<file path="config.mk">
export PLATFORM = sky130hd
export DESIGN_NAME = mpu_loader
export DESIGN_NICKNAME = d
export VERILOG_FILES = /design/src/rtl/mpu_loader_pkg.sv /design/src/rtl/mpu_loader.sv
export SDC_FILE = /design/constraint.sdc
export NUM_CORES = 1
export LEC_CHECK = 0
export CAP_MARGIN = 20
export CORE_ASPECT_RATIO = 1.75
export CORE_MARGIN = 2
export CORE_UTILIZATION = 48
export DETAILED_ROUTE_END_ITERATION = 16
export DONT_BUFFER_PORTS = 1
export SLEW_MARGIN = 25
export SYNTH_ARGS = -nofsm -noshare
export SYNTH_HDL_FRONTEND = slang
export SYNTH_SLANG_ARGS = --single-unit
</file>
<file path="constraint.sdc">
create_clock -name clk -period 2.7 [get_ports clk]
set_clock_uncertainty 0.15 [all_clocks]
set_input_delay 0.54 -clock clk [delete_from_list [all_inputs] [get_ports clk]]
set_output_delay 0.54 -clock clk [all_outputs]
set_load 0.01 [all_outputs]
</file>
<file path="src/rtl/mpu_loader_pkg.sv">
// mpu_loader_pkg
// Shared definitions for the MPU program loader: FSM state encoding, frame
// command bytes and the default RAM geometry.
package mpu_loader_pkg;

   localparam int DEF_ADDR_W = 6;
   localparam int DEF_DATA_W = 8;

   localparam logic [7:0] CMD_LOAD     = 8'hA5;
   localparam logic [7:0] CMD_LOAD_RUN = 8'h5A;
   localparam logic [7:0] CMD_RUN      = 8'h3C;

   typedef enum logic [2:0] {
      S_IDLE     = 3'd0,
      S_GET_ADDR = 3'd1,
      S_GET_LEN  = 3'd2,
      S_DATA     = 3'd3,
      S_CSUM     = 3'd4,
      S_RUN      = 3'd5
   } state_e;

   function automatic logic is_load_cmd(input logic [7:0] b);
      return (b == CMD_LOAD) || (b == CMD_LOAD_RUN);
   endfunction

endpackage

</file>
<file path="src/rtl/mpu_loader.sv">
// mpu_loader
// Byte-stream program loader for the soft MPU. Receives framed bytes
// (CMD, ADDR, LEN, data..., CSUM) over valid/ready, writes the data bytes into
// the MPU RAM through a registered write port, verifies the XOR checksum and
// controls the MPU reset/start pins.
//
// Ports
//   clk        rising-edge clock
//   rst        synchronous active-low reset
//   in_data    stream byte
//   in_valid   in_data is valid
//   in_ready   loader can accept a byte (registered, independent of in_valid)
//   mem_we     RAM write strobe, one cycle per data byte
//   mem_addr   RAM write address
//   mem_wdata  RAM write data
//   cpu_rst    MPU reset, active-high
//   cpu_start  one-cycle MPU start pulse
//   busy       frame in progress (state != IDLE)
//   done       sticky: last frame passed its checksum
//   err        sticky: last frame failed its checksum
//
// state    | meaning
// ---------+-------------------------------------------------------------
// IDLE     | waiting for a command byte; unknown bytes are dropped
// GET_ADDR | waiting for the start address
// GET_LEN  | waiting for the byte count
// DATA     | writing payload bytes, count-down to the last one
// CSUM     | waiting for the checksum byte
// RUN      | one cycle: release MPU reset and pulse start, no byte accepted
module mpu_loader
   import mpu_loader_pkg::*;
#(
   parameter int ADDR_W = DEF_ADDR_W,
   parameter int DATA_W = DEF_DATA_W
) (
   input  logic              clk,
   input  logic              rst,
   input  logic [DATA_W-1:0] in_data,
   input  logic              in_valid,
   output logic              in_ready,
   output logic              mem_we,
   output logic [ADDR_W-1:0] mem_addr,
   output logic [DATA_W-1:0] mem_wdata,
   output logic              cpu_rst,
   output logic              cpu_start,
   output logic              busy,
   output logic              done,
   output logic              err
);

   state_e            state_q, state_d;
   logic              run_q, run_d;
   logic [ADDR_W-1:0] ptr_q, ptr_d;
   logic [DATA_W-1:0] cnt_q, cnt_d;
   logic [DATA_W-1:0] csum_q, csum_d;
   logic              done_q, done_d;
   logic              err_q, err_d;
   logic              cpu_rst_q, cpu_rst_d;
   logic              cpu_start_q, cpu_start_d;
   logic              ready_q, ready_d;
   logic              we_q, we_d;
   logic [ADDR_W-1:0] waddr_q, waddr_d;
   logic [DATA_W-1:0] wdata_q, wdata_d;
   logic              accept;

   assign accept = in_valid & ready_q;

   always_comb begin
      state_d  = state_q;
      run_d    = run_q;
      ptr_d    = ptr_q;
      cnt_d    = cnt_q;
      csum_d   = csum_q;
      done_d   = done_q;
      err_d    = err_q;
      cpu_rst_d = cpu_rst_q;
      we_d     = 1'b0;
      waddr_d  = waddr_q;
      wdata_d  = wdata_q;

      case (state_q)
         S_IDLE: begin
            if (accept) begin
               if (is_load_cmd(in_data[7:0])) begin
                  state_d   = S_GET_ADDR;
                  run_d     = (in_data[7:0] == CMD_LOAD_RUN);
                  done_d    = 1'b0;
                  err_d     = 1'b0;
                  cpu_rst_d = 1'b1;
                  csum_d    = '0;
               end else if (in_data[7:0] == CMD_RUN) begin
                  state_d = S_RUN;
               end
            end
         end
         S_GET_ADDR: begin
            if (accept) begin
               // upper address bits are dropped but still part of the checksum
               ptr_d   = in_data[ADDR_W-1:0];
               csum_d  = csum_q ^ in_data;
               state_d = S_GET_LEN;
            end
         end
         S_GET_LEN: begin
            if (accept) begin
               csum_d = csum_q ^ in_data;
               if (in_data == '0) begin
                  state_d = S_CSUM;
               end else begin
                  cnt_d   = in_data;
                  state_d = S_DATA;
               end
            end
         end
         S_DATA: begin
            if (accept) begin
               we_d    = 1'b1;
               waddr_d = ptr_q;
               wdata_d = in_data;
               ptr_d   = ptr_q + ADDR_W'(1);
               csum_d  = csum_q ^ in_data;
               if (cnt_q == DATA_W'(1)) begin
                  state_d = S_CSUM;
               end else begin
                  cnt_d = cnt_q - DATA_W'(1);
               end
            end
         end
         S_CSUM: begin
            if (accept) begin
               if (in_data == csum_q) begin
                  done_d  = 1'b1;
                  state_d = run_q ? S_RUN : S_IDLE;
               end else begin
                  err_d   = 1'b1;
                  state_d = S_IDLE;
               end
            end
         end
         S_RUN: begin
            state_d = S_IDLE;
         end
         default: begin
            state_d = S_IDLE;
         end
      endcase

      // Outputs are registered from the next state so that cpu_start,
      // cpu_rst and in_ready all switch in the RUN cycle itself.
      if (state_d == S_RUN) begin
         cpu_rst_d = 1'b0;
      end
      cpu_start_d = (state_d == S_RUN);
      ready_d     = (state_d != S_RUN);
   end

   always_ff @(posedge clk) begin
      if (!rst) begin
         state_q     <= S_IDLE;
         run_q       <= 1'b0;
         ptr_q       <= '0;
         cnt_q       <= '0;
         csum_q      <= '0;
         done_q      <= 1'b0;
         err_q       <= 1'b0;
         cpu_rst_q   <= 1'b1;
         cpu_start_q <= 1'b0;
         ready_q     <= 1'b0;
         we_q        <= 1'b0;
         waddr_q     <= '0;
         wdata_q     <= '0;
      end else begin
         state_q     <= state_d;
         run_q       <= run_d;
         ptr_q       <= ptr_d;
         cnt_q       <= cnt_d;
         csum_q      <= csum_d;
         done_q      <= done_d;
         err_q       <= err_d;
         cpu_rst_q   <= cpu_rst_d;
         cpu_start_q <= cpu_start_d;
         ready_q     <= ready_d;
         we_q        <= we_d;
         waddr_q     <= waddr_d;
         wdata_q     <= wdata_d;
      end
   end

   assign in_ready  = ready_q;
   assign mem_we    = we_q;
   assign mem_addr  = waddr_q;
   assign mem_wdata = wdata_q;
   assign cpu_rst   = cpu_rst_q;
   assign cpu_start = cpu_start_q;
   assign busy      = (state_q != S_IDLE);
   assign done      = done_q;
   assign err       = err_q;

endmodule

</file>
Yosys cells after proc, flatten, opt, wreduce, memory -nomap -nowiden
Cells that the tools add are included.
{"block": "totals", "ramBits": 0, "latch_bits": 0, "inputBits": 11, "memories": 0, "reg_bits": 46, "mem_bits_ro": 0, "output_inout_bits": 21}
{"block": "op_classes", "n_mul": 0, "muxes": 37, "eq_ne": 22, "addsub": 2, "n_reduce_logical": 21, "n_bitwise": 2, "shift": 0, "order_cmp": 0, "n_div": 0}
{"op": "8-bit 2-to-1 mux", "count": 7}
{"op": "3-bit 2-to-1 mux", "count": 11}
{"op": "8-bit case mux with 2 select lines", "count": 2}
{"op": "2-bit inequality test, second input constant", "count": 10}
{"op": "3-bit case mux with 5 select lines", "count": 1}
{"op": "5-bit AND reduction", "count": 3}
{"op": "2-bit nonzero test", "count": 7}
{"op": "6-bit 2-to-1 mux", "count": 2}
{"op": "6-bit case mux with 2 select lines", "count": 1}
{"op": "1-bit 2-to-1 mux", "count": 11}
{"op": "3-bit AND reduction", "count": 3}
{"op": "8-bit by 1-bit == test with 1-bit output, second input constant", "count": 1}
{"op": "8-bit by 6-bit == test with 1-bit output, second input constant", "count": 1}
{"op": "8-bit by 7-bit == test with 1-bit output, second input constant", "count": 1}
{"op": "8-bit == test", "count": 1}
{"op": "8-bit == test, second input constant", "count": 1}
{"op": "8-bit logical NOT", "count": 1}
{"op": "8-bit by 1-bit subtractor with 8-bit output, second input constant", "count": 1}
{"op": "8-bit XOR", "count": 1}
{"op": "6-bit by 1-bit adder with 6-bit output, second input constant", "count": 1}
{"op": "3-bit by 2-bit == test with 1-bit output, second input constant", "count": 2}
{"op": "3-bit == test, second input constant", "count": 2}
{"op": "1-bit case mux with 2 select lines", "count": 2}
{"op": "2-bit AND reduction", "count": 2}
{"op": "9 further kinds", "count": 9}

Logic depth before layout (Yosys ltp)
Gate-level depths: netlist of the first run.
{"block": "depth", "word_depth": 8, "depth_mapped": 8, "mapped_depth_nobuf": 6}

Worst setup path after synthesis of the first run
OpenSTA, ideal clock, no wires.
{"block": "synth_path", "kind": "input-to-reg", "from": "input in_data[0]", "to": "register cnt_q[1]", "setup_ps": 129, "stages": 7, "slack_ps": 432, "arrival_time_ps": 1989, "cell_sequence": "buf_2 or4_1 nor3_1 a211o_2 buf_6 mux2i_1 nor2_1"}
{"block": "synth_between", "elab_chain_len": 3}
{"item": "from (decl)", "line": "mpu_loader.sv:38", "rtl": "input logic [DATA_W-1:0] in_data,"}
{"item": "8-bit logical NOT", "line": "mpu_loader.sv:107", "rtl": "if (in_data == '0) begin"}
{"item": "2-bit inequality test (no line)"}
{"item": "5-bit AND reduction (no line)"}
{"item": "to (signal assigned)", "line": "mpu_loader.sv:176", "rtl": "cnt_q <= cnt_d;"}
{"item": "to (decl)", "line": "mpu_loader.sv:54", "rtl": "logic [DATA_W-1:0] cnt_q, cnt_d;"}
Every way passes these cells.
A chain may end at the register's enable or synchronous reset.

Worst setup path in the final report of the first run
{"block": "layout_path", "from": "register cnt_q[2]", "to": "register cnt_q[0]"}
{"block": "layout_between", "elab_chain_len": 3}
{"item": "8-bit by 1-bit == test with 1-bit output", "line": "mpu_loader.sv:122", "rtl": "if (cnt_q == DATA_W'(1)) begin"}
{"item": "2-bit inequality test (no line)"}
{"item": "5-bit AND reduction (no line)"}
Every way passes these cells.

==> flow_summary.html, run 1 <==
<table>
<tr><th>Metric</th><th>Value</th></tr>
<tr><th colspan="2">CTS</th></tr>
<tr><td>CTS Root Cell</td><td>sky130_fd_sc_hd__clkbuf_8</td></tr>
<tr><td>Clock latency on the worst-skew pair</td><td>slightly above 0.3 ns</td></tr>
<tr><td>Count of cells resized by post-cts repair</td><td>0</td></tr>
<tr><td>H-tree levels</td><td>2</td></tr>
<tr><td>Worst-case clock buffer depth</td><td>2</td></tr>
<tr><td>Number of buffers inserted during clock tree synthesis</td><td>5</td></tr>
<tr><td>TritonCTS clock tree</td><td>yes</td></tr>
<tr><td>Post-CTS setup-driven buffer insertion count</td><td>0</td></tr>
<tr><td>Clock Sink Count</td><td>between 40 and 50</td></tr>
<tr><td>Clock-pin slew reported for the worst setup and hold paths after clock tree synthesis</td><td>0.09 ns</td></tr>
<tr><td>Number of buffers inserted for hold repair after clock tree synthesis</td><td>0</td></tr>
<tr><th colspan="2">Logic synthesis</th></tr>
<tr><td>Cell Area, Synth</td><td>2395 sq um</td></tr>
<tr><td>Fraction of registers with async set/reset</td><td>0</td></tr>
<tr><td>Cell types with the highest counts after synthesis</td><td>sky130_fd_sc_hd__nand2_1, sky130_fd_sc_hd__dfxtp_1, sky130_fd_sc_hd__a21oi_1</td></tr>
<tr><td>Total of warnings raised by yosys</td><td>0</td></tr>
<tr><td>Post-synth top flop</td><td>sky130_fd_sc_hd__dfxtp_1</td></tr>
<tr><td>Net count of the mapped netlist</td><td>roughly 330</td></tr>
<tr><td>Synthesized netlist cell count</td><td>314</td></tr>
<tr><td>Post-synthesis cell type count</td><td>52</td></tr>
<tr><td>Count of flip-flops with a built-in enable after synthesis</td><td>0</td></tr>
<tr><td>Most repeated cell in the gate-level netlist after synthesis</td><td>sky130_fd_sc_hd__nand2_1</td></tr>
<tr><td>Post-synthesis sequential area ratio</td><td>0.3845</td></tr>
<tr><td>Largest cells by area after synthesis</td><td>sky130_fd_sc_hd__dfxtp_1, sky130_fd_sc_hd__a21oi_1, sky130_fd_sc_hd__nand2_1, sky130_fd_sc_hd__nor2_1, sky130_fd_sc_hd__o21ai_0</td></tr>
<tr><td>Mean Syn Cell Area</td><td>about 7.6 sq um</td></tr>
<tr><td>Area share of the leading cell type in the synthesized netlist</td><td>0.3845</td></tr>
<tr><td>FF+latch count, synth</td><td>46</td></tr>
<tr><td>Cell taking the most area after synthesis</td><td>sky130_fd_sc_hd__dfxtp_1</td></tr>
<tr><th colspan="2">Cells and area</th></tr>
<tr><td>Ant. Diodes</td><td>0</td></tr>
<tr><td>Final layout net count</td><td>317</td></tr>
<tr><td>Multi-input gate area</td><td>roughly 1400 sq um</td></tr>
<tr><td>Post-Route Utilization</td><td>0.5110</td></tr>
<tr><td>Fraction of final layout cells with drive strength greater than 1</td><td>0.07237</td></tr>
<tr><td>Number of filler cells placed in the layout</td><td>500</td></tr>
<tr><td>FF/Latch Area</td><td>920.9 sq um</td></tr>
<tr><td>Synthesis-to-finish area growth</td><td>4.389%</td></tr>
<tr><th colspan="2">Drt</th></tr>
<tr><td>First-pass DRT Iterations</td><td>4</td></tr>
<tr><td>Routed wire length per instance</td><td>approximately 17 microns</td></tr>
<tr><td>DRT iter0 DRCs</td><td>between 90 and 100</td></tr>
<tr><td>DRC violations left</td><td>0</td></tr>
<tr><td>Routed wire length</td><td>~5900 microns</td></tr>
<tr><td>Mean number of vias per cell</td><td>between 5 and 6</td></tr>
<tr><td>Remaining antenna violation count after routing</td><td>0</td></tr>
<tr><td>Via count of the routed design</td><td>roughly 2100</td></tr>
<tr><th colspan="2">Min path</th></tr>
<tr><td>Endpoint, Worst Hold</td><td>in_ready$_SDFF_PN0_</td></tr>
<tr><td>Hold path startpoint</td><td>rst</td></tr>
<tr><td>Min-delay worst type</td><td>in2reg</td></tr>
<tr><td>Hold Path Depth</td><td>1</td></tr>
<tr><th colspan="2">Status</th></tr>
<tr><td>Outcome</td><td>completed</td></tr>
<tr><th colspan="2">Die</th></tr>
<tr><td>DIE WIDTH</td><td>approximately 57 microns</td></tr>
<tr><td>Die area</td><td>between 5000 and 6000 sq um</td></tr>
<tr><td>Total I/O pin count</td><td>32</td></tr>
<tr><td>Core Region</td><td>4892 sq um</td></tr>
<tr><td>Number of rows created at floorplan</td><td>34</td></tr>
<tr><td>Die height</td><td>a little under 100 microns</td></tr>
<tr><td>Starting density of the core</td><td>0.4895</td></tr>
<tr><th colspan="2">Worst setup path</th></tr>
<tr><td>Type of the setup path with the least slack</td><td>reg2reg</td></tr>
<tr><td>Origin of the critical flop-to-flop path</td><td>cnt_q[2]$_SDFFE_PN0P_</td></tr>
<tr><td>Worst R2R End</td><td>cnt_q[0]$_SDFFE_PN0P_</td></tr>
<tr><td>R2r setup slk</td><td>between 0.5 and 0.6 ns</td></tr>
<tr><td>Cells on worst reg2reg path</td><td>5</td></tr>
<tr><td>CP max FO</td><td>15</td></tr>
<tr><td>Start point of the critical path</td><td>cnt_q[2]$_SDFFE_PN0P_</td></tr>
<tr><td>Startpoint class of the critical path</td><td>flop</td></tr>
<tr><td>Data arrival time of the worst path</td><td>~2.2 ns</td></tr>
<tr><td>Crit end category</td><td>flop</td></tr>
<tr><td>Data required time at the worst endpoint</td><td>2.75 ns</td></tr>
<tr><th colspan="2">STA</th></tr>
<tr><td>Number of endpoints failing setup at the final stage</td><td>0</td></tr>
<tr><td>Max Freq</td><td>457.2 MHz</td></tr>
<tr><td>Setup repair after global routing missed its margin</td><td>false</td></tr>
<tr><td>Transition at the pin with the smallest max-transition slack</td><td>0.5586 ns</td></tr>
<tr><td>Time the worst path needs with I/O delays and setup</td><td>between 2 and 2.5 ns</td></tr>
<tr><td>Tightest slew margin relative to the limit</td><td>0.6262</td></tr>
<tr><td>Count of endpoints failing hold in the final timing report</td><td>0</td></tr>
<tr><td>Final number of max-transition violations</td><td>0</td></tr>
<tr><td>Final setup TNS</td><td>0 ns</td></tr>
<tr><td>Share of the clock period used by the worst path</td><td>0.8102</td></tr>
<tr><th colspan="2">Place</th></tr>
<tr><td>Weighted congestion reported at the end of routability-driven placement</td><td>approximately 0.83</td></tr>
<tr><td>HPWL Detailed</td><td>about 4300 microns</td></tr>
<tr><td>Count of port buffers added during placement</td><td>0</td></tr>
<tr><th colspan="2">Global route</th></tr>
<tr><td>Vias in the first global route</td><td>about 2000</td></tr>
<tr><td>Global-route usage over all layers</td><td>0.2215</td></tr>
<tr><td>Aggregate global routing overflow</td><td>0</td></tr>
<tr><td>Pin count of the biggest net entering global routing</td><td>18</td></tr>
<tr><td>Initial antenna violation count</td><td>0</td></tr>
<tr><td>Wire length of the first global-routing pass</td><td>9880 microns</td></tr>
<tr><th colspan="2">Power and ir drop</th></tr>
<tr><td>Switching power summed over all nets</td><td>0.2884 mW</td></tr>
<tr><td>Combinational share of power</td><td>0.038</td></tr>
<tr><td>Largest vdd supply drop</td><td>0.4956 mV</td></tr>
<tr><td>Clock share of power</td><td>0.382</td></tr>
<tr><td>Total power divided by cell area</td><td>468.5 nW/um^2</td></tr>
<tr><td>Leakage component of the power</td><td>approximately 0.8 nW</td></tr>
<tr><td>Sequential power share</td><td>0.581</td></tr>
<tr><td>Internal power</td><td>a little under 0.9 mW</td></tr>
<tr><td>Switching fraction of total power</td><td>0.2462</td></tr>
<tr><th colspan="2">Flow run</th></tr>
<tr><td>Reported max-cap violation count</td><td>0</td></tr>
</table>
## stage by stage
| stage | hold slack, ns | area [sq um] | worst slack (ns) | total power, mW | instances |
|---|---|---|---|---|---|
| 6_report | 0.2044 | 2500 | 0.5126 | 1.171 | 358 |
| 3_3_place_gp | 0.3286 | 2406 | 0.4122 | 0.7417 | 350 |
| 2_1_floorplan | 0.2921 | 2395 | 0.4319 | 0.7411 | 314 |
| 4_1_cts | 0.2042 | 2500 | 0.5103 | 1.178 | 358 |
| 5_1_grt | 0.1984 | 2500 | 0.4015 | 1.216 | 358 |
| 3_5_place_dp | 0.3352 | 2406 | 0.3842 | 0.7407 | 350 |
## cell type report
cell class | count | share of cell area
sequential | 46 | 0.3684
clock buffer | 5 | 0.02753
multi-input combinational | 239 | 0.5415
timing repair buffer | 6 | 0.01802
tap | 54 | 0.02703
clock inverter | 3 | 0.01001
inverter | 5 | 0.007508
## worst max path at each step
| stage | endpoint |
|---|---|
| final | cnt_q[0]$_SDFFE_PN0P_ |
| after global routing | cnt_q[0]$_SDFFE_PN0P_ |
| after CTS | cnt_q[0]$_SDFFE_PN0P_ |
| after detailed placement | cnt_q[0]$_SDFFE_PN0P_ |
| after global placement | cnt_q[0]$_SDFFE_PN0P_ |
| after floorplan | cnt_q[1]$_SDFFE_PN0P_ |
## registers in the layout (all words and copies together), names as in the netlist
name and cells:
mem_addr 6, in_ready 1, csum_q 8, cpu_start 1, cnt_q 8, cpu_rst 1, done 1, state_q 3
mem_we 1, ptr_q 6, mem_wdata 8, run_q 1, err 1
## cells in the final DEF, fill, tap and decap left out, types with 2 or more instances in the layout
| cell | synthesis | routed |
|---|---|---|
| sky130_fd_sc_hd__a21o_1 | 4 | 4 |
| sky130_fd_sc_hd__a21oi_1 | 40 | 40 |
| sky130_fd_sc_hd__a21oi_2 | 2 | 2 |
| sky130_fd_sc_hd__a311oi_1 | 2 | 2 |
| sky130_fd_sc_hd__and2_1 | 6 | 6 |
| sky130_fd_sc_hd__and3_1 | 2 | 2 |
| sky130_fd_sc_hd__and4bb_2 | 2 | 2 |
| sky130_fd_sc_hd__buf_4 | 0 | 6 |
| sky130_fd_sc_hd__clkbuf_8 | 0 | 5 |
| sky130_fd_sc_hd__dfxtp_1 | 46 | 46 |
| sky130_fd_sc_hd__ha_1 | 3 | 3 |
| sky130_fd_sc_hd__inv_1 | 4 | 4 |
| sky130_fd_sc_hd__nand2_1 | 50 | 50 |
| sky130_fd_sc_hd__nand2b_1 | 4 | 4 |
| sky130_fd_sc_hd__nand3_1 | 8 | 8 |
| sky130_fd_sc_hd__nand3b_1 | 10 | 10 |
| sky130_fd_sc_hd__nor2_1 | 29 | 29 |
| sky130_fd_sc_hd__nor2b_1 | 2 | 2 |
| sky130_fd_sc_hd__nor3_1 | 8 | 8 |
| sky130_fd_sc_hd__o21ai_0 | 19 | 19 |
| sky130_fd_sc_hd__o21ai_1 | 6 | 6 |
| sky130_fd_sc_hd__o31ai_1 | 4 | 4 |
| sky130_fd_sc_hd__o32ai_1 | 2 | 2 |
| sky130_fd_sc_hd__or3_1 | 2 | 2 |
| sky130_fd_sc_hd__or4_1 | 2 | 2 |
| sky130_fd_sc_hd__xnor2_1 | 8 | 8 |
## power by group through the flow
stage | sequential (mW) | combinational (mW) | clock (mW)
6_report | 0.680 | 0.0441 | 0.447
5_1_grt | 0.681 | 0.0492 | 0.486
4_1_cts | 0.680 | 0.0451 | 0.453
3_5_place_dp | 0.696 | 0.0447 | 0
3_3_place_gp | 0.696 | 0.0456 | 0
2_1_floorplan | 0.696 | 0.0453 | 0
## kinds of logic (layout without fill, tap and decap cells)
group / after synthesis / in the layout / synth area share
fa+ha+maj: 3 / 3 / 0.01568
buf+inv: 29 / 19 / 0.05015
mux: 1 / 1 / 0.004180
flops: 46 / 46 / 0.3845
simple gates: 135 / 135 / 0.2874
compound gates: 92 / 92 / 0.2289
xor+xnor: 8 / 8 / 0.02926
## routing by layer
| metal | routed length (microns) | global-route usage | vias up |
|---|---|---|---|
| met3 | 184 | 0.03595 | 12 |
| li1 | - | - | 1074 |
| met1 | 2461 | 0.2569 | 1019 |
| met2 | 3107 | 0.3864 | 41 |
| met5 | 0 | 0 | - |
| met4 | 165 | 0.09660 | 0 |
## worst max-delay path, cell delays in order (launching register included)
cell and delay, ns:
sky130_fd_sc_hd__dfxtp_1 0.38, sky130_fd_sc_hd__or4_4 0.58, sky130_fd_sc_hd__nor4b_4 0.33, sky130_fd_sc_hd__a211o_2 0.33, sky130_fd_sc_hd__nor2_1 0.08, sky130_fd_sc_hd__o221a_1 0.24
No activity file was read; power rests on OpenSTA's default activity.
==> run 2, diff against run 1 <==
Settings changed: PLACE_DENSITY set to 0.65.
Clock period 2.7 ns to 1.8 ns, I/O delays scaled along.
==> run 2 against run 1 <==
The run now ends with negative setup slack left. Core utilization up 9.2 points. Fmax up 6.8%. Non-clock buffer count up 41. Cell count up 12%. Total power up 50%. Count of clock-buffer cells in the layout unchanged. Sequential power up 50%. Combinational power up 81%. Largest power group unchanged. Highest routed layer unchanged.
==> flow_summary.html, run 2 (synthesis results as in run 1) <==
<table>
<tr><th>Metric</th><th>Value</th></tr>
<tr><th colspan="2">Worst setup path</th></tr>
<tr><td>Crit end category</td><td>flop (unchanged)</td></tr>
<tr><td>Origin of the critical flop-to-flop path</td><td>cnt_q[3]$_SDFFE_PN0P_ (was cnt_q[2]$_SDFFE_PN0P_)</td></tr>
<tr><td>Cells on worst reg2reg path</td><td>6 (was 5)</td></tr>
<tr><td>Data required time at the worst endpoint</td><td>1.88 ns (was 2.75 ns)</td></tr>
<tr><td>R2r setup slk</td><td>-0.25 ns (was 0.51 ns)</td></tr>
<tr><td>Critical Path Max Stage Delay</td><td>0.55 ns (was 0.58 ns)</td></tr>
<tr><td>Slowest stage cell, crit path</td><td>sky130_fd_sc_hd__or4_4 (unchanged)</td></tr>
<tr><td>Data arrival time of the worst path</td><td>2.13 ns (was 2.24 ns)</td></tr>
<tr><td>Critical-path cell list</td><td>or4_4 &gt; nor4b_4 &gt; a211o_4 &gt; buf_6 &gt; o21ai_1 &gt; a21oi_1 (was or4_4 &gt; nor4b_4 &gt; a211o_2 &gt; nor2_1 &gt; o221a_1)</td></tr>
<tr><td>CP max FO</td><td>7 (was 15)</td></tr>
<tr><td>Startpoint class of the critical path</td><td>flop (unchanged)</td></tr>
<tr><td>Type of the setup path with the least slack</td><td>reg2reg (unchanged)</td></tr>
<tr><td>Worst R2R End</td><td>cnt_q[7]$_SDFFE_PN0P_ (was cnt_q[0]$_SDFFE_PN0P_)</td></tr>
<tr><th colspan="2">CTS</th></tr>
<tr><td>Clock latency on the worst-skew pair</td><td>0.30 ns (was 0.31 ns)</td></tr>
<tr><td>TritonCTS clock tree</td><td>yes (unchanged)</td></tr>
<tr><td>Number of buffers inserted during clock tree synthesis</td><td>5 (unchanged)</td></tr>
<tr><td>Clock Sink Count</td><td>46 (unchanged)</td></tr>
<tr><td>Clock-pin slew reported for the worst setup and hold paths after clock tree synthesis</td><td>0.09 ns (about the same)</td></tr>
<tr><td>Worst-case clock buffer depth</td><td>2 (unchanged)</td></tr>
<tr><td>CTS Root Cell</td><td>sky130_fd_sc_hd__clkbuf_8 (unchanged)</td></tr>
<tr><td>H-tree levels</td><td>2 (unchanged)</td></tr>
<tr><th colspan="2">Drt</th></tr>
<tr><td>DRC violations left</td><td>0 (unchanged)</td></tr>
<tr><td>Routed wire length per instance</td><td>16.81 microns (was 16.53 microns)</td></tr>
<tr><td>Routed wire length</td><td>6722 microns (was 5919 microns)</td></tr>
<tr><td>DRT iter0 DRCs</td><td>92 (was 95)</td></tr>
<tr><td>Remaining antenna violation count after routing</td><td>0 (unchanged)</td></tr>
<tr><td>First-pass DRT Iterations</td><td>4 (unchanged)</td></tr>
<tr><td>Mean number of vias per cell</td><td>5.933 (was 5.994)</td></tr>
<tr><td>Via count of the routed design</td><td>2373 (was 2146)</td></tr>
<tr><th colspan="2">Global route</th></tr>
<tr><td>Global-route usage over all layers</td><td>0.2509 (was 0.2215)</td></tr>
<tr><td>Wire length of the first global-routing pass</td><td>11140 microns (was 9880 microns)</td></tr>
<tr><td>Initial antenna violation count</td><td>0 (unchanged)</td></tr>
<tr><td>Vias in the first global route</td><td>2297 (was 2046)</td></tr>
<tr><td>Aggregate global routing overflow</td><td>0 (unchanged)</td></tr>
<tr><td>Pin count of the biggest net entering global routing</td><td>19 (was 18)</td></tr>
<tr><th colspan="2">STA</th></tr>
<tr><td>Transition at the pin with the smallest max-transition slack</td><td>0.5518 ns (was 0.5586 ns)</td></tr>
<tr><td>Number of endpoints failing setup at the final stage</td><td>12 (was 0)</td></tr>
<tr><td>Setup repair after global routing missed its margin</td><td>true (was false)</td></tr>
<tr><td>Max Freq</td><td>488.4 MHz (was 457.2 MHz)</td></tr>
<tr><td>Time the worst path needs with I/O delays and setup</td><td>2.048 ns (was 2.187 ns)</td></tr>
<tr><td>Count of endpoints failing hold in the final timing report</td><td>0 (unchanged)</td></tr>
<tr><td>Tightest slew margin relative to the limit</td><td>0.6287 (was 0.6262)</td></tr>
<tr><td>Hold Slack</td><td>0.03071 ns (was 0.2044 ns)</td></tr>
<tr><td>Share of the clock period used by the worst path</td><td>1.138 (was 0.8102)</td></tr>
<tr><td>Final number of max-transition violations</td><td>0 (unchanged)</td></tr>
<tr><td>Setup slack after layout</td><td>-0.2476 ns (was 0.5126 ns)</td></tr>
<tr><th colspan="2">Die</th></tr>
<tr><td>Die height</td><td>97.44 microns (unchanged)</td></tr>
<tr><td>Starting density of the core</td><td>0.4895 (unchanged)</td></tr>
<tr><td>Core Region</td><td>4892 sq um (unchanged)</td></tr>
<tr><td>DIE WIDTH</td><td>57.40 microns (unchanged)</td></tr>
<tr><td>Total I/O pin count</td><td>32 (unchanged)</td></tr>
<tr><td>Number of rows created at floorplan</td><td>34 (unchanged)</td></tr>
<tr><td>Die area</td><td>5593 sq um (unchanged)</td></tr>
<tr><th colspan="2">Power and ir drop</th></tr>
<tr><td>Switching power summed over all nets</td><td>0.4267 mW (was 0.2884 mW)</td></tr>
<tr><td>Switching fraction of total power</td><td>0.2426 (was 0.2462)</td></tr>
<tr><td>Largest vdd supply drop</td><td>0.5698 mV (was 0.4956 mV)</td></tr>
<tr><td>Sequential power share</td><td>0.580 (was 0.581)</td></tr>
<tr><td>Clock share of power</td><td>0.375 (was 0.382)</td></tr>
<tr><td>Total power divided by cell area</td><td>596.1 nW/um^2 (was 468.5 nW/um^2)</td></tr>
<tr><td>Leakage component of the power</td><td>1.052 nW (was 0.7916 nW)</td></tr>
<tr><td>Internal power</td><td>1.332 mW (was 0.8829 mW)</td></tr>
<tr><td>Combinational share of power</td><td>0.045 (was 0.038)</td></tr>
<tr><td>Overall power of the completed layout</td><td>1.759 mW (was 1.171 mW)</td></tr>
<tr><th colspan="2">Status</th></tr>
<tr><td>Violated checks</td><td>negative setup slack</td></tr>
<tr><td>Outcome</td><td>complete, but fails checks (was completed)</td></tr>
<tr><th colspan="2">Min path</th></tr>
<tr><td>Hold Path Depth</td><td>1 (unchanged)</td></tr>
<tr><td>Endpoint, Worst Hold</td><td>in_ready$_SDFF_PN0_ (unchanged)</td></tr>
<tr><td>Min-delay worst type</td><td>in2reg (unchanged)</td></tr>
<tr><td>Hold path startpoint</td><td>rst (unchanged)</td></tr>
<tr><th colspan="2">Cells and area</th></tr>
<tr><td>Ant. Diodes</td><td>0 (unchanged)</td></tr>
<tr><td>Synthesis-to-finish area growth</td><td>23.20% (was 4.389%)</td></tr>
<tr><td>Most frequent cells in the layout</td><td>sky130_fd_sc_hd__nand2_1, sky130_fd_sc_hd__dfxtp_1, sky130_fd_sc_hd__buf_4, sky130_fd_sc_hd__a21oi_1, sky130_fd_sc_hd__nor2_1 (was sky130_fd_sc_hd__nand2_1, sky130_fd_sc_hd__dfxtp_1, sky130_fd_sc_hd__a21oi_1, sky130_fd_sc_hd__nor2_1, sky130_fd_sc_hd__o21ai_0)</td></tr>
<tr><td>Post-Route Utilization</td><td>0.6031 (was 0.5110)</td></tr>
<tr><td>Commonest non-fill, non-tap cell in the layout</td><td>sky130_fd_sc_hd__nand2_1 (unchanged)</td></tr>
<tr><td>Fraction of final layout cells with drive strength greater than 1</td><td>0.2399 (was 0.07237)</td></tr>
<tr><td>Final layout net count</td><td>359 (was 317)</td></tr>
<tr><th colspan="2">Place</th></tr>
<tr><td>Count of port buffers added during placement</td><td>0 (unchanged)</td></tr>
<tr><td>HPWL Detailed</td><td>4693 microns (was 4275 microns)</td></tr>
<tr><td>Weighted congestion reported at the end of routability-driven placement</td><td>0.9062 (was 0.8277)</td></tr>
<tr><th colspan="2">Flow run</th></tr>
<tr><td>Reported max-cap violation count</td><td>0 (unchanged)</td></tr>
</table>
[run 2: metal layers]
layer / routed length, microns / track usage / vias up
li1: - / - / 1167
met1: 2622 / 0.2929 / 1130
met2: 3625 / 0.4336 / 62
met3: 292 / 0.03595 / 14
met4: 181 / 0.1199 / 0
met5: 0 / 0 / -
[run 2: critical path: cells and delay by family, from the launching register on]
kind | cells | cell delay [ns]
simple gates | 2 | 0.93
compound gates | 3 | 0.44
flops | 1 | 0.33
buf+inv | 1 | 0.12
[run 2: per-stage QoR]
step	setup TNS [ns]	setup WS [ns]	instances	cell area, sq um
3_3_place_gp	-1.650	-0.2112	383	2706
2_1_floorplan	-2.542	-0.1982	314	2450
4_1_cts	-1.903	-0.1962	397	2885
6_report	-2.127	-0.2476	400	2950
5_1_grt	-3.190	-0.3282	400	2950
3_5_place_dp	-1.952	-0.2474	383	2706
[run 2: area by class of cell]
type | count | area, sq um
Tap cell | 54 | 67.56
Inverter | 5 | 18.77
Clock inverter | 3 | 25.02
Timing Repair Buffer | 47 | 384.1
Clock buffer | 5 | 68.82
Sequential cell | 46 | 924.6
Fill cell | 454 | 1942
Multi-Input combinational cell | 240 | 1461
[run 2: power by group through the flow]
stage	Clock (mW)	Combinational [mW]	Sequential, mW
after floorplan	0	0.0749	1.04
after global placement	0	0.0770	1.04
after detailed placement	0	0.0766	1.04
after CTS	0.675	0.0777	1.02
after global routing	0.717	0.0869	1.02
final	0.659	0.0798	1.02
[run 2: how the worst max path moves through the flow]
stage	cells after the start	from	slack [ns]	endpoint
detailed placement	6	cnt_q[5]$_SDFFE_PN0P_	-0.25	cnt_q[5]$_SDFFE_PN0P_
finish	6	cnt_q[3]$_SDFFE_PN0P_	-0.25	cnt_q[7]$_SDFFE_PN0P_
global placement	6	cnt_q[5]$_SDFFE_PN0P_	-0.21	cnt_q[2]$_SDFFE_PN0P_
floorplan	7	in_data[5]	-0.20	cnt_q[1]$_SDFFE_PN0P_
CTS	5	cnt_q[3]$_SDFFE_PN0P_	-0.20	cnt_q[0]$_SDFFE_PN0P_
global route	6	cnt_q[3]$_SDFFE_PN0P_	-0.33	cnt_q[2]$_SDFFE_PN0P_
[run 2: what timing repair did]
action,CTS,global route
gates resized for setup,12,10
setup endpoints to repair,11,35
pin swaps,11,8
hold buffers,0,0
gates cloned,1,0
buffers inserted,5,3
==> run 3, diff against run 2 <==
Settings changed: CORE_ASPECT_RATIO 1.75 to 1.1, CORE_MARGIN 2 to unset.
==> run 3 against run 2 <==
The flow still finishes with violations (negative setup slack). Sequential power about the same. Fmax increased by 1.2%. Flip-flop and latch count unchanged. Cell count decreased by 2.3%. Combinational power decreased by 8.9%. Worst hold slack got worse by 0.00068 ns. Via count decreased by 4.1%. First-iteration DRC count increased by 34%. Worst setup slack improved by 0.024 ns. Routed wire length decreased by 7.1%. Global-route usage decreased by 0.48 points. Largest cell class unchanged.
==> flow_summary.html, run 3 (synthesis results as in run 1) <==
<table>
<tr><th>Metric</th><th>Value</th></tr>
<tr><th colspan="2">STA</th></tr>
<tr><td>Final number of max-transition violations</td><td>0 (unchanged)</td></tr>
<tr><td>Max Freq</td><td>494.3 MHz (was 488.4 MHz)</td></tr>
<tr><td>Time the worst path needs with I/O delays and setup</td><td>2.023 ns (was 2.048 ns)</td></tr>
<tr><td>Share of the clock period used by the worst path</td><td>1.124 (was 1.138)</td></tr>
<tr><td>Tightest slew margin relative to the limit</td><td>0.7027 (was 0.6287)</td></tr>
<tr><td>Transition at the pin with the smallest max-transition slack</td><td>0.4420 ns (was 0.5518 ns)</td></tr>
<tr><td>Setup repair after global routing missed its margin</td><td>true (unchanged)</td></tr>
<tr><td>Number of endpoints failing setup at the final stage</td><td>11 (was 12)</td></tr>
<tr><td>Setup slack after layout</td><td>-0.2232 ns (was -0.2476 ns)</td></tr>
<tr><td>Count of endpoints failing hold in the final timing report</td><td>0 (unchanged)</td></tr>
<tr><th colspan="2">Worst setup path</th></tr>
<tr><td>CP max FO</td><td>4 (was 7)</td></tr>
<tr><td>Crit end category</td><td>flop (unchanged)</td></tr>
<tr><td>Data arrival time of the worst path</td><td>2.06 ns (was 2.13 ns)</td></tr>
<tr><td>Data required time at the worst endpoint</td><td>1.84 ns (was 1.88 ns)</td></tr>
<tr><td>Type of the setup path with the least slack</td><td>reg2reg (unchanged)</td></tr>
<tr><td>Startpoint class of the critical path</td><td>flop (unchanged)</td></tr>
<tr><th colspan="2">Die</th></tr>
<tr><td>Number of rows created at floorplan</td><td>26 (was 34)</td></tr>
<tr><td>DIE WIDTH</td><td>69.35 microns (was 57.40 microns)</td></tr>
<tr><td>Total I/O pin count</td><td>32 (unchanged)</td></tr>
<tr><td>Die area</td><td>5276 sq um (was 5593 sq um)</td></tr>
<tr><td>Die height</td><td>76.08 microns (was 97.44 microns)</td></tr>
<tr><td>Starting density of the core</td><td>0.5077 (was 0.4895)</td></tr>
<tr><td>Core Region</td><td>4717 sq um (was 4892 sq um)</td></tr>
<tr><th colspan="2">Global route</th></tr>
<tr><td>Vias in the first global route</td><td>2216 (was 2297)</td></tr>
<tr><td>Aggregate global routing overflow</td><td>0 (unchanged)</td></tr>
<tr><td>Pin count of the biggest net entering global routing</td><td>20 (was 19)</td></tr>
<tr><td>Global-route usage over all layers</td><td>0.2461 (was 0.2509)</td></tr>
<tr><td>Initial antenna violation count</td><td>0 (unchanged)</td></tr>
<tr><td>Wire length of the first global-routing pass</td><td>10540 microns (was 11140 microns)</td></tr>
<tr><th colspan="2">Cells and area</th></tr>
<tr><td>Commonest non-fill, non-tap cell in the layout</td><td>sky130_fd_sc_hd__nand2_1 (unchanged)</td></tr>
<tr><td>Most frequent cells in the layout</td><td>sky130_fd_sc_hd__nand2_1, sky130_fd_sc_hd__dfxtp_1, sky130_fd_sc_hd__a21oi_1, sky130_fd_sc_hd__buf_4, sky130_fd_sc_hd__nor2_1 (was sky130_fd_sc_hd__nand2_1, sky130_fd_sc_hd__dfxtp_1, sky130_fd_sc_hd__buf_4, sky130_fd_sc_hd__a21oi_1, sky130_fd_sc_hd__nor2_1)</td></tr>
<tr><td>Synthesis-to-finish area growth</td><td>17.50% (was 23.20%)</td></tr>
<tr><td>Final layout net count</td><td>348 (was 359)</td></tr>
<tr><td>Ant. Diodes</td><td>0 (unchanged)</td></tr>
<tr><td>Non-Filler Instances</td><td>391 (was 400)</td></tr>
<tr><td>Fraction of final layout cells with drive strength greater than 1</td><td>0.1881 (was 0.2399)</td></tr>
<tr><td>Post-Route Utilization</td><td>0.5966 (was 0.6031)</td></tr>
<tr><th colspan="2">Power and ir drop</th></tr>
<tr><td>Switching fraction of total power</td><td>0.2340 (was 0.2426)</td></tr>
<tr><td>Internal power</td><td>1.322 mW (was 1.332 mW)</td></tr>
<tr><td>Combinational share of power</td><td>0.042 (was 0.045)</td></tr>
<tr><td>Sequential power share</td><td>0.591 (was 0.580)</td></tr>
<tr><td>Total power divided by cell area</td><td>613.3 nW/um^2 (was 596.1 nW/um^2)</td></tr>
<tr><td>Largest vdd supply drop</td><td>0.3324 mV (was 0.5698 mV)</td></tr>
<tr><td>Clock share of power</td><td>0.367 (was 0.375)</td></tr>
<tr><td>Leakage component of the power</td><td>0.9746 nW (was 1.052 nW)</td></tr>
<tr><td>Switching power summed over all nets</td><td>0.4038 mW (was 0.4267 mW)</td></tr>
<tr><th colspan="2">Status</th></tr>
<tr><td>Violated checks</td><td>negative setup slack (unchanged)</td></tr>
<tr><td>Outcome</td><td>complete, but fails checks (unchanged)</td></tr>
<tr><th colspan="2">CTS</th></tr>
<tr><td>CTS Root Cell</td><td>sky130_fd_sc_hd__clkbuf_8 (unchanged)</td></tr>
<tr><td>Clock latency on the worst-skew pair</td><td>0.30 ns (about the same)</td></tr>
<tr><td>Worst-case clock buffer depth</td><td>2 (unchanged)</td></tr>
<tr><td>Number of buffers inserted during clock tree synthesis</td><td>5 (unchanged)</td></tr>
<tr><td>H-tree levels</td><td>2 (unchanged)</td></tr>
<tr><td>Clock Sink Count</td><td>46 (unchanged)</td></tr>
<tr><td>Clock-pin slew reported for the worst setup and hold paths after clock tree synthesis</td><td>0.09 ns (about the same)</td></tr>
<tr><td>TritonCTS clock tree</td><td>yes (unchanged)</td></tr>
<tr><th colspan="2">Drt</th></tr>
<tr><td>DRC violations left</td><td>0 (unchanged)</td></tr>
<tr><td>Routed wire length</td><td>6242 microns (was 6722 microns)</td></tr>
<tr><td>DRT iter0 DRCs</td><td>123 (was 92)</td></tr>
<tr><td>Mean number of vias per cell</td><td>5.818 (was 5.933)</td></tr>
<tr><td>Routed wire length per instance</td><td>15.96 microns (was 16.81 microns)</td></tr>
<tr><td>Via count of the routed design</td><td>2275 (was 2373)</td></tr>
<tr><td>Remaining antenna violation count after routing</td><td>0 (unchanged)</td></tr>
<tr><td>First-pass DRT Iterations</td><td>4 (unchanged)</td></tr>
<tr><th colspan="2">Min path</th></tr>
<tr><td>Min-delay worst type</td><td>in2reg (unchanged)</td></tr>
<tr><th colspan="2">Place</th></tr>
<tr><td>Weighted congestion reported at the end of routability-driven placement</td><td>0.9052 (was 0.9062)</td></tr>
<tr><td>Number of cells after detailed placement</td><td>379 (was 383)</td></tr>
<tr><td>Post-place setup slack</td><td>-0.3217 ns (was -0.2474 ns)</td></tr>
<tr><td>HPWL Detailed</td><td>4281 microns (was 4693 microns)</td></tr>
<tr><td>Count of port buffers added during placement</td><td>0 (unchanged)</td></tr>
<tr><th colspan="2">Flow run</th></tr>
<tr><td>Reported max-cap violation count</td><td>0 (unchanged)</td></tr>
</table>
run 3: cell count changes in the layout (fill, tap and decap cells not counted), sizes merged:
cell | previous run | this run
inv | 5 | 4
clkinvlp | 1 | 0
clkinv | 2 | 3
clkbuf | 5 | 6
buf | 47 | 36
run 3: final timing paths:
check | start | endpoint | slack, ns | cells past startpoint
worst max-delay path | cnt_q[5]$_SDFFE_PN0P_ | state_q[1]$_SDFF_PN0_ | -0.22 | 6
worst min-delay path | rst | run_q$_SDFFE_PN0P_ | 0.03 | 1
worst max register to register | cnt_q[5]$_SDFFE_PN0P_ | state_q[1]$_SDFF_PN0_ | -0.22 | 6
worst min register to register | ptr_q[5]$_SDFFE_PN0P_ | mem_addr[5]$_SDFFE_PN0P_ | 0.33 | 2
run 3: area by class of cell:
type                    count  area (sq um)
clock buffers               6         72.57
flip-flops and latches     46         923.4
well taps                  56         70.07
clock inverters             2         13.76
repair buffers             36         277.8
inverters                   5         18.77
fillers                   433          1903
multi-input cells         240          1438
run 3: what timing repair did:
| action | in CTS | in global routing |
|---|---|---|
| gates resized for setup | 4 | 4 |
| cloned | 1 | 0 |
| pin swaps | 2 | 2 |
| setup buffers | 1 | 2 |
| hold buffers | 0 | 0 |
| setup endpoints to repair | 11 | 39 |
run 3: through the flow:
step	hold WS [ns]	instance area (sq um)	power [mW]	setup TNS, ns
final	0.03003	2814	1.726	-1.950
after global routing	0.02572	2814	1.785	-4.215
after CTS	0.02263	2779	1.741	-2.038
after detailed placement	0.3158	2651	1.115	-2.591
after global placement	0.3202	2651	1.115	-1.992
after floorplan	0.2921	2450	1.118	-2.542
run 3: power groups by stage:
stage	Clock, mW	Combinational (mW)	Sequential [mW]
after floorplan	0	0.0749	1.04
after global placement	0	0.0706	1.04
after detailed placement	0	0.0710	1.04
after CTS	0.650	0.0716	1.02
after global routing	0.686	0.0792	1.02
final	0.633	0.0727	1.02
run 3: metal layers:
metal	vias to the layer above	GRT usage	share of wire
met5	-	0	0
met4	0	0.08163	0.013
met3	6	0.04233	0.040
met2	60	0.4320	0.50
met1	1067	0.3022	0.45
li1	1142	-	-
run 3: critical path, cell delays in order (launching register included):
cell                      delay [ns]
sky130_fd_sc_hd__dfxtp_1        0.32
sky130_fd_sc_hd__or4_4          0.55
sky130_fd_sc_hd__nor4b_4        0.36
sky130_fd_sc_hd__buf_4          0.18
sky130_fd_sc_hd__and3_1         0.14
sky130_fd_sc_hd__o21ai_0        0.07
sky130_fd_sc_hd__nor4b_2        0.15
